$ cat config.mk
export PLATFORM = sky130hd
export DESIGN_NAME = updi_phy
export DESIGN_NICKNAME = d
export VERILOG_FILES = /design/src/rtl/updi_pkg.sv /design/src/rtl/updi_bit_timer.sv /design/src/rtl/updi_phy.sv
export SDC_FILE = /design/constraint.sdc
export NUM_CORES = 1
export LEC_CHECK = 0
export CAP_MARGIN = 25
export CORE_UTILIZATION = 50
export DETAILED_ROUTE_END_ITERATION = 10
export GPL_TIMING_DRIVEN = 0
export PLACE_DENSITY = 0.75
export SLEW_MARGIN = 5
export SYNTH_ARGS = -nofsm -noshare
export SYNTH_HDL_FRONTEND = slang
export SYNTH_SLANG_ARGS = --single-unit
$ cat constraint.sdc
create_clock -name clk -period 2.6 [get_ports clk]
set_clock_uncertainty 0.15 [all_clocks]
set_input_delay 0.39 -clock clk [delete_from_list [all_inputs] [get_ports clk]]
set_output_delay 0.39 -clock clk [all_outputs]
set_load 0.01 [all_outputs]
$ cat src/rtl/updi_pkg.sv
// updi_pkg: shared UPDI constants and the PHY state encoding.
package updi_pkg;
  localparam logic [7:0] UPDI_SYNC = 8'h55;
  localparam logic [7:0] UPDI_ACK = 8'h40;
  localparam int FRAME_BITS = 12;
  localparam int DATA_BITS = 8;
  typedef enum logic [2:0] {
    PHY_IDLE,
    PHY_TX_FETCH,
    PHY_TX_BITS,
    PHY_RX_BITS,
    PHY_BREAK
  } updi_phy_state;
endpackage

$ cat src/rtl/updi_bit_timer.sv
// updi_bit_timer: loadable down-counter giving mid-bit, full-bit and BREAK intervals.
module updi_bit_timer #(
  parameter int CLKS_PER_BIT = 16,
  parameter int BREAK_CLKS = 4096,
  parameter int CNT_BITS = $clog2(BREAK_CLKS + 1)
) (
  input  logic clk,
  input  logic rst,
  input  logic load_mid,
  input  logic load_bit,
  input  logic load_break,
  output logic tick
);
  logic [CNT_BITS-1:0] cnt;
  // Holds at zero rather than wrapping; every interval starts from a reload.
  always_ff @(posedge clk or negedge rst)
    if (!rst) cnt <= '0;
    else cnt <= load_break ? CNT_BITS'(BREAK_CLKS - 1) :
                load_bit   ? CNT_BITS'(CLKS_PER_BIT - 1) :
                load_mid   ? CNT_BITS'(CLKS_PER_BIT / 2 - 1) :
                (cnt == '0) ? cnt : cnt - 1'b1;
  assign tick = cnt == '0;
endmodule

$ cat src/rtl/updi_phy.sv
// updi_phy: half-duplex single-wire UPDI UART PHY with BREAK generation.
module updi_phy
  import updi_pkg::*;
#(
  parameter int CLKS_PER_BIT = 16,
  parameter int BREAK_CLKS = 4096,
  parameter int CNT_BITS = $clog2(BREAK_CLKS + 1)
) (
  input  logic       clk,
  input  logic       rst,
  input  logic [7:0] tx_fifo_data,
  output logic       tx_fifo_rd_en,
  input  logic       tx_fifo_empty,
  output logic [7:0] rx_fifo_data,
  output logic       rx_fifo_wr_en,
  input  logic       rx_fifo_full,
  input  logic       updi_in,
  output logic       updi_oe,
  input  logic       break_req,
  output logic       break_done,
  output logic       busy,
  output logic       parity_error,
  output logic       frame_error,
  output logic       overrun_error
);
  localparam logic [3:0] PAR_IDX = 4'(DATA_BITS + 1);
  localparam logic [3:0] STOP_IDX = 4'(FRAME_BITS - 2);
  localparam logic [3:0] LAST_IDX = 4'(FRAME_BITS - 1);

  updi_phy_state state, state_nxt;
  logic [1:0] sync_q;
  logic line, line_prev, fall;
  logic [3:0] bit_idx;
  logic [11:0] tx_frame;
  logic tx_load;
  logic [7:0] rx_shift;
  logic rx_par;
  logic tick, load_mid, load_bit, load_break, adv, done, stop_samp, par_ok;

  updi_bit_timer #(
    .CLKS_PER_BIT(CLKS_PER_BIT),
    .BREAK_CLKS(BREAK_CLKS),
    .CNT_BITS(CNT_BITS)
  ) u_timer (
    .clk(clk),
    .rst(rst),
    .load_mid(load_mid),
    .load_bit(load_bit),
    .load_break(load_break),
    .tick(tick)
  );

  assign line = sync_q[1];
  assign fall = line_prev && !line;

  always_ff @(posedge clk or negedge rst)
    if (!rst) begin
      sync_q <= 2'b11;
      line_prev <= 1'b1;
    end else begin
      sync_q <= {sync_q[0], updi_in};
      line_prev <= line;
    end

  // Idx LAST in RX is the wait-for-high phase; in BREAK idx[0] marks the released tail.
  always_comb begin
    load_mid = state == PHY_IDLE && fall;
    load_break = state == PHY_IDLE && !fall && break_req;
    load_bit = state == PHY_TX_FETCH ||
               (tick && state == PHY_TX_BITS && bit_idx != LAST_IDX) ||
               (tick && state == PHY_RX_BITS && bit_idx != LAST_IDX && !(bit_idx == '0 && line)) ||
               (tick && state == PHY_BREAK && !bit_idx[0]);
    adv = load_bit && state != PHY_TX_FETCH;
    done = tick && ((state == PHY_TX_BITS && bit_idx == LAST_IDX) ||
                    (state == PHY_RX_BITS && line && (bit_idx == '0 || bit_idx == LAST_IDX)) ||
                    (state == PHY_BREAK && bit_idx[0]));
    stop_samp = state == PHY_RX_BITS && tick && bit_idx == STOP_IDX;
    par_ok = rx_par == ^rx_shift;
  end

  always_ff @(posedge clk or negedge rst)
    if (!rst) state <= PHY_IDLE;
    else state <= state_nxt;

  always_comb begin
    state_nxt = state;
    if (state == PHY_IDLE)
      state_nxt = fall ? PHY_RX_BITS : break_req ? PHY_BREAK :
                  !tx_fifo_empty ? PHY_TX_FETCH : PHY_IDLE;
    else if (state == PHY_TX_FETCH) state_nxt = PHY_TX_BITS;
    else if (done) state_nxt = PHY_IDLE;
  end

  always_comb begin
    tx_fifo_rd_en = state == PHY_TX_FETCH;
    updi_oe = (state == PHY_TX_BITS && (bit_idx == '0 || !tx_frame[bit_idx])) ||
              (state == PHY_BREAK && !bit_idx[0]);
    break_done = state == PHY_BREAK && tick && bit_idx[0];
    busy = state != PHY_IDLE;
  end

  // FIFO data arrives during the start bit, so the frame is latched then.
  always_ff @(posedge clk or negedge rst)
    if (!rst) begin
      bit_idx <= '0;
      tx_load <= 1'b0;
      tx_frame <= '1;
      rx_shift <= '0;
      rx_par <= 1'b0;
    end else begin
      bit_idx <= state == PHY_IDLE ? 4'd0 : adv ? bit_idx + 4'd1 : bit_idx;
      tx_load <= state == PHY_TX_FETCH;
      if (tx_load) tx_frame <= {2'b11, ^tx_fifo_data, tx_fifo_data, 1'b0};
      if (state == PHY_RX_BITS && tick && bit_idx != '0 && bit_idx < PAR_IDX)
        rx_shift <= {line, rx_shift[7:1]};
      if (state == PHY_RX_BITS && tick && bit_idx == PAR_IDX) rx_par <= line;
    end

  always_ff @(posedge clk or negedge rst)
    if (!rst) begin
      frame_error <= 1'b0;
      parity_error <= 1'b0;
      overrun_error <= 1'b0;
      rx_fifo_wr_en <= 1'b0;
      rx_fifo_data <= '0;
    end else begin
      frame_error <= stop_samp && !line;
      parity_error <= stop_samp && line && !par_ok;
      overrun_error <= stop_samp && line && par_ok && rx_fifo_full;
      rx_fifo_wr_en <= stop_samp && line && par_ok && !rx_fifo_full;
      if (stop_samp && line && par_ok && !rx_fifo_full) rx_fifo_data <= rx_shift;
    end
endmodule

======== Yosys cells after proc, flatten, opt, wreduce, memory -nomap -nowiden ========
Cells that the tools add are included.
word-level totals
  bits in registers ....................... 55
  bits of input ports ..................... 14
operators by class
  add/sub/neg operators ................... 2
  $lt $le $gt $ge ......................... 2
  reduce and logical (&&, ||, !) cells .... 55
  equality and inequality tests ........... 11
  muxes and demuxes ....................... 14
operators with widths
  cell                     count
  $mux W13                 4
  $logic_and A1 B1 Y1      31
  $reduce_xor A8 Y1        2
  $mux W3                  5
  $logic_not A13 Y1        1
  $sub A13 B1 Y13 const B  1
  $eq A4 B4 Y1 const B     3
  $logic_or A1 B1 Y1       8
  $mux W4                  2
  $ne A4 B4 Y1 const B     2
  $logic_not A1 Y1         7
  $eq A3 B2 Y1 const B     2
  $reduce_bool A3 Y1       2
  $lt A4 B5 Y1 const B     1
  $add A4 B1 Y4 const B    1
  $bmux W1 S4              1
  $logic_not A4 Y1         1
  $lt A4 B4 Y1 const B     1
  $reduce_bool A4 Y1       1
  $eq A3 B1 Y1 const B     1
  $eq A3 B3 Y1 const B     1
  $logic_not A3 Y1         1
  $ne A3 B1 Y1 const B     1
  $mux W1                  2
  other kinds (2)          2

======== Longest topological paths before layout ========
Gate-level depths: netlist of the first run.
  word-level depth ........................ 9
  gate-level depth with buffers ........... 8

======== Cells and area by module ========
From an unflattened synthesis of the first run, not the netlist that was laid out.
second synthesis, totals
  cells, all modules ...................... 231
  area, all modules ....................... 2773.9 sq um
by module, submodules not included
  module          area each (sq um)  instances  cells an instance
  updi_phy        2021.9             1          161
  updi_bit_timer  752.0              1          70

======== Worst setup path after synthesis of the first run ========
Ideal clock, no wire load.
  kind .................................... register -> register
  from .................................... register bit_idx[0]
  to ...................................... register bit_idx[3]
  clock period less this slack ............ 2.628 ns
  required time ........................... 2.384 ns
  data arrival time ....................... 2.412 ns
  slack ................................... -0.028 ns
  stages on the path, launching flop included .. 9
  cell sequence ........................... dfrtp_1 > clkbuf_1 > inv_1 > ha_1 > nor4bb_1 > a2111oi_2 > o21ai_2 > or4_1 > nand2_1
on the way
  word-level cells in the longest chain between the ends .. 8
  elaborated cells between the ends (all ways) .. 17
  those cells by class .................... add/sub: 1; eq/ne: 1; mux: 2; reduce/logical: 13
RTL lines
  item                                                                   line             RTL
  start, declared                                                        updi_phy.sv:33   logic [3:0] bit_idx;
  start signal, assigned                                                 updi_phy.sv:111  bit_idx <= state == PHY_IDLE ? 4'd0 : adv ? bit_idx + 4'd1 : bit_idx;
  parallel branches: the longest is 8 deep, another holds $add A4 B1 Y4  n/a
Parallel ways; which one is timed is not known. The select of a mux whose other input is x is not followed.
A chain may end at the register's enable or synchronous reset.

======== Worst setup path after layout of the first run ========
  from .................................... register u_timer.cnt[7]
  to ...................................... output break_done
on the way
  word-level cells in the longest chain between the ends .. 3
RTL lines
  item                              line                  RTL
  start, declared                   updi_bit_timer.sv:14  logic [CNT_BITS-1:0] cnt;
  start signal, assigned            updi_bit_timer.sv:18  else cnt <= load_break ? CNT_BITS'(BREAK_CLKS - 1) :
  $logic_not A13 Y1                 updi_bit_timer.sv:22  assign tick = cnt == '0;
  $logic_and A1 B1 Y1 (2 in a row)  updi_phy.sv:98        break_done = state == PHY_BREAK && tick && bit_idx[0];
  end, declared                     updi_phy.sv:20        output logic break_done,
No other way between the ends.

==> results of run 1 <==
area by class of cell:
cell class	count	area, sq um
fillers	404	1730
flip-flops and latches	55	1390
multi-input cells	156	1340
repair buffers	49	450
clock buffers	7	97.6
well taps	70	87.6
inverters	10	41.3
plain buffers	5	31.3
clock inverters	1	6.26
state kept, by name, indices dropped and copies added, names as in the netlist:
| signal | count |
|---|---|
| tx_frame | 10 |
| bit_idx | 4 |
| rx_par | 1 |
| state | 3 |
| rx_fifo_wr_en | 1 |
| u_timer.cnt | 13 |
| rx_fifo_data | 8 |
| parity_error | 1 |
| sync_q | 2 |
| frame_error | 1 |
| overrun_error | 1 |
| tx_load | 1 |
| line_prev | 1 |
| rx_shift | 8 |
cell usage in the layout, fill, tap and decap left out, drive strengths merged, types with 2 or more instances in the layout:
cell type	netlist	routed
mux4	2	2
inv	10	10
or2	3	3
dfstp	13	13
buf	2	23
nor2	13	13
nand2	13	13
o21ai	15	15
dfrtp	42	42
xor2	7	7
nor4	4	4
a21oi	3	3
or3	2	2
and3	3	3
nand3	4	4
clkdlybuf4s50	0	26
mux2	26	26
or4	6	6
nor2b	4	4
o31ai	3	3
clkbuf	5	10
ha	6	6
o211ai	2	2
nor3	6	6
xnor2	16	16
what timing repair did:
item / in CTS / in global routing
gates resized for setup: 17 / 16
hold buffers: 1 / 0
setup buffers: 8 / 10
setup endpoints to repair: 17 / 28
hold endpoints to repair: 13 / 0
pin swaps: 6 / 8
power by group:
group | internal [mW] | leakage (nW) | switching [mW] | total (mW)
combinational | 0.0333 | 0.786 | 0.0306 | 0.0638
sequential | 0.860 | 0.666 | 0.00262 | 0.863
clock | 0.250 | 0.0539 | 0.275 | 0.525
total | 1.14 | 1.51 | 0.308 | 1.45
worst max path at each step:
stage | end | depth (start not counted)
2_1_floorplan | rx_par | 7
3_3_place_gp | rx_fifo_data[0] | 1
3_5_place_dp | break_done | 7
4_1_cts | break_done | 7
5_1_grt | break_done | 5
6_report | break_done | 5
stage by stage:
stage,util,area (sq um)
final,0.666,3450
after global routing,0.666,3450
after global placement,0.596,3080
after floorplan,-,2700
after detailed placement,0.599,3100
after CTS,0.639,3310
metal layers:
metal	track usage	routed length [um]
met2	0.313	2580
met4	0.0782	59
met3	0.0489	216
met1	0.280	2410
met5	0	0
cells in the mapped netlist (all sizes together), types with 3 or more instances:
master	instances
ha	6
nand3	4
a21oi	3
o21ai	15
nor4	4
nor2b	4
nor3	6
and3	3
dfrtp	42
nor2	13
xor2	7
clkbuf	5
o31ai	3
dfstp	13
or4	6
inv	10
xnor2	16
or2	3
mux2	26
nand2	13
kinds of logic (layout without fill, tap and decap cells):
family | Yosys count | after routing | share of synthesized area
adder cells (fa/ha/maj) | 6 | 6 | 0.0278
AND/OR/NAND/NOR | 65 | 65 | 0.140
multiplexers | 29 | 29 | 0.129
buffers and inverters | 17 | 72 | 0.0255
AO/OA/AOI/OAI | 32 | 32 | 0.0796
flip-flops | 55 | 55 | 0.515
XOR/XNOR | 24 | 24 | 0.0829
critical path, cell delays in order, from the launching register on:
cell and delay, ns:
dfrtp_1 0.41, or4_4 0.58, nor4_4 0.32, nand3_1 0.14, nor2_1 0.13, clkdlybuf4s15_2 0.23
==> run_results.csv, run 1 <==
group,metric,value,unit
run_status,status,"finished, violations left",
run_status,violations,"setup timing",
yosys,synth_top_area_frac,0.389,
timing,hold_ws,0.211,ns
cts,htreeDepth,2,
critical_path,crit_required,2.06,ns
grt,grt_max_degree,34,
min_path,min_to,"sync_q[1]",
cts,clock_latency,0.31,ns
route,drtIter0Drc,86,
timing,fin_crit_sh,1.03,
timing,hold_viol_final,0,
yosys,synthCells,228,
min_path,holdPathStages,0,
timing,worst_pin_slew,0.633,ns
route,first_pass_iters,4,
timing,max_freq,373,MHz
route,dr_total_vias,1934,
floorplan,initial_core_util,0.522,
floorplan,core_area,5170,sq um
floorplan,die_y,75.5,um
cts,clockBufferDepth,2,
critical_path,end_kind,"primary output",
route,via_per_inst,5.48,
grt,grt.overflow.total,0,
grt,grtUsageTotal,0.203,
final_layout,area_delta_synth_final,27.5,%
place,place_inst,328,
yosys,synth_warnings,0,
power,power.density,421,nW/um^2
place,gp_congestion,0.781,
cts,cts_tree,"done",
route,ant_nets,0,
timing,fin_tns_setup,-0.0776,ns
final_layout,final_layout_size_suffix_gt1_frac,0.346,
route,remaining_drc_errors,0,
timing,setup_viol,1,
critical_path,rrSetupSlack,0.02,ns
critical_path,rr_endpoint,"rx_par",
yosys,yosysSeqAreaShare,0.515,
grt,grt_pass1_wl,8560,um
power,peakVddDrop,0.301,mV
timing,drv_slew,0,
place,dp_hpwl,3480,um
yosys,synth_edf_count,0,
grt,grt_pass1_vias,1824,
floorplan,die-area,5700,sq um
critical_path,r2r_cells,5,
cts,cts_num_sinks,55,
timing,slew_headroom,0.574,
critical_path,timing.rr.start,"u_timer.cnt[8]",
cts,cts_inserted_buffers,5,
floorplan,die_w,75.5,um
yosys,ys_types,50,
yosys,synth-seq-cells,55,
timing,setup_ws,-0.0776,ns
final_layout,diodes,0,
critical_path,crit_fanout,4,
yosys,synthesis.nets,248,
grt,antenna_found_initial,0,
place,place_ws,-0.360,ns
yosys,avgSynthCellArea,11.9,sq um
critical_path,crit_arrival,2.14,ns
final_layout,fin_cells,353,
cts,root_buffer,"clkbuf_8",
yosys,synth_area_leader_cell,"dfrtp_1",
route,wl_per_cell,14.9,um
cts,cts.clk_slew.worst_paths,0.09,ns
power,total_power,1.45,mW
min_path,hold_start,"sync_q[0]",
critical_path,startpoint,"u_timer.cnt[7]",
power,p_leak,1.51,nW
route,drt-total-wl,5270,um
floorplan,ios,30,
floorplan,rows,26,
critical_path,path_class,"flop to primary output",
place,numPortBuffers,29,
yosys,async_flop_share,1.00,
yosys,synth_top_flop_cell,"dfrtp_1",
final_layout,layout.nets,302,
timing,finalCriticalPeriod,2.68,ns
yosys,netlist_area,2700,sq um
timing,rsz0062_at_grt,"true",
yosys,synthTopCellsByArea,"dfrtp_1 (39%), dfstp_2 (13%), mux2_2 (10%), xnor2_1 (5.2%), ha_1 (2.8%)",
critical_path,critPathLaunchType,"flop",
min_path,hold_class,"flop to flop",
flow_run,maxCapViolations,0,
Power figures use the tool's default switching activity.
==> run 2: changes to the inputs <==
HOLD_SLACK_MARGIN = 0.08   (was unset)
==> results of run 2 <==
The final DEF is identical to that of run 1; final timing and power are the same.
==> run 3: changes to the inputs <==
HOLD_SLACK_MARGIN = 0.12   (was 0.08)
REMOVE_ABC_BUFFERS = 1   (was unset)
SLEW_MARGIN = 25   (was 5)
==> run 3 against run 2 <==
Register-to-register slack hardly changed. Critical path type is now flop to flop. Utilization is 1.5 points lower. Clock-buffer cell count is 1 lower. Largest cell class unchanged. The run now ends clean. Clock power is 9.5% higher. Fmax is 4.3% higher. Design area is 2.3% lower. Hold slack hardly changed. Cell count is 2.3% lower.
==> run_results.csv, run 3 (synthesized netlist as in run 1, its figures left out) <==
group,metric,value,unit
run_status,status,"completed",
floorplan,die_w,75.5,um
min_path,hold_class,"flop to flop",
place,gp_congestion,0.828,
cts,cts_inserted_buffers,5,
floorplan,core_area,5170,sq um
cts,root_buffer,"clkbuf_8",
floorplan,die-area,5700,sq um
route,first_pass_iters,4,
grt,grtUsageTotal,0.190,
final_layout,layout.nets,294,
timing,finalCriticalPeriod,2.57,ns
power,combPwrFrac,0.043,
timing,worst_pin_slew,0.551,ns
timing,max_freq,389,MHz
cts,cts.clk_slew.worst_paths,0.10,ns
final_layout,diodes,0,
power,p_sw,0.296,mW
floorplan,ios,30,
route,drt-total-wl,5250,um
grt,antenna_found_initial,0,
critical_path,startpoint,"u_timer.cnt[0]",
grt,grt_max_degree,56,
timing,slew_headroom,0.629,
route,remaining_drc_errors,0,
power,p_leak,1.46,nW
power,clockPowerShare,0.383,
power,internal_power,1.21,mW
final_layout,area_delta_synth_final,24.5,%
critical_path,rr_endpoint,"rx_par",
power,total_power,1.50,mW
cts,htreeDepth,2,
timing,fin_crit_sh,0.988,
cts,clockBufferDepth,2,
power,power.density,446,nW/um^2
critical_path,r2r_cells,7,
final_layout,final_common_cell,"dfrtp_1",
route,via_per_inst,5.48,
final_layout,layout_common_cells,"dfrtp_1 (39), clkdlybuf4s50_1 (26), mux2_2 (25)",
grt,grt_pass1_wl,8140,um
final_layout,reg.largest.list,"u_timer.cnt: 13 flops, tx_frame: 10 flops",
place,place_ws,-0.349,ns
power,seqPwrFrac,0.574,
cts,cts_num_sinks,55,
critical_path,crit_arrival,2.61,ns
critical_path,timing.rr.start,"u_timer.cnt[0]",
timing,hold_viol_final,0,
floorplan,rows,26,
critical_path,end_kind,"flop",
critical_path,rrSetupSlack,0.03,ns
final_layout,final_layout_size_suffix_gt1_frac,0.331,
route,dr_total_vias,1889,
cts,clock_latency,0.30,ns
power,switching_share,0.197,
route,drtIter0Drc,81,
grt,grt_pass1_vias,1820,
timing,setup_viol,0,
route,wl_per_cell,15.2,um
floorplan,initial_core_util,0.522,
cts,cts_tree,"done",
flow_run,maxCapViolations,0,
final_layout,utilization,0.651,
grt,grt.overflow.total,0,
power,peakVddDrop,0.255,mV
critical_path,critPathLaunchType,"flop",
critical_path,endpoint,"rx_par",
route,ant_nets,0,
final_layout,largest_reg_flops,13,
timing,drv_slew,0,
floorplan,die_y,75.5,um
final_layout,top_register,"u_timer.cnt",
critical_path,crit_fanout,5,
place,dp_hpwl,3370,um
critical_path,crit_required,2.65,ns
critical_path,path_class,"flop to flop",
timing,setup_ws,0.0316,ns
timing,rsz0062_at_grt,"true",
place,numPortBuffers,29,
run 3: cell types whose count changed in the layout (fill, tap and decap cells not counted), moves of 2 or more:
cell / delta
dfrtp_1: -3
nor3_1: +2
dfrtp_2: +3
nor3_4: -3
clkbuf_1: -4
run 3: worst min path at each step:
| stage | slack [ns] | to | cells after the start | startpoint |
|---|---|---|---|---|
| 2_1_floorplan | -0.06 | bit_idx[0] | 0 | rst |
| 3_3_place_gp | 0.20 | sync_q[1] | 0 | sync_q[0] |
| 3_5_place_dp | 0.20 | sync_q[1] | 0 | sync_q[0] |
| 4_1_cts | 0.21 | sync_q[1] | 0 | sync_q[0] |
| 5_1_grt | 0.21 | sync_q[1] | 0 | sync_q[0] |
| 6_report | 0.21 | sync_q[1] | 0 | sync_q[0] |
run 3: metal layers:
layer	vias up	wire length, um	GRT usage
met5	-	0	0
met3	12	282	0.0384
met1	920	2240	0.253
met4	0	99	0.0658
met2	66	2630	0.310
li1	891	-	-
run 3: cell type report:
cell class | count | area [sq um]
fillers | 381 | 1810
flip-flops and latches | 55 | 1400
multi-input cells | 156 | 1300
repair buffers | 46 | 428
well taps | 70 | 87.6
clock buffers | 6 | 82.6
inverters | 10 | 37.5
clock inverters | 2 | 35.0
run 3: repair_timing:
action / CTS / global route
endpoints found under the hold margin: 42 / 0
endpoints found under the setup margin: 16 / 15
resized for setup: 16 / 8
hold buffers: 1 / 0
buffers inserted: 6 / 9
pin swaps: 6 / 9
run 3: power groups by stage:
| stage | logic [mW] | registers (mW) | clock network [mW] |
|---|---|---|---|
| floorplan | 0.0200 | 0.878 | 0 |
| global placement | 0.0611 | 0.878 | 0 |
| finish | 0.0650 | 0.863 | 0.575 |
| detailed placement | 0.0660 | 0.878 | 0 |
| global route | 0.0724 | 0.863 | 0.617 |
| CTS | 0.0673 | 0.862 | 0.592 |
run 3: worst max-delay path, cell delays in order (launching register included):
cell     delay, ns
dfrtp_1       0.40
inv_2         0.09
ha_4          0.14
or3b_4        0.42
or2_4         0.27
or4_4         0.57
nor2_4        0.13
mux2_4        0.30
run 3: stage by stage:
step                      area (sq um)  setup TNS, ns  std cells  hold WS (ns)
after floorplan                   2670              0        221       -0.0556
after global placement            3050         -30.11        320         0.195
after detailed placement          3070          -1.80        321         0.197
after CTS                         3270        -0.0280        336         0.212
after global routing              3370         -0.147        345         0.214
final                             3370              0        345         0.212
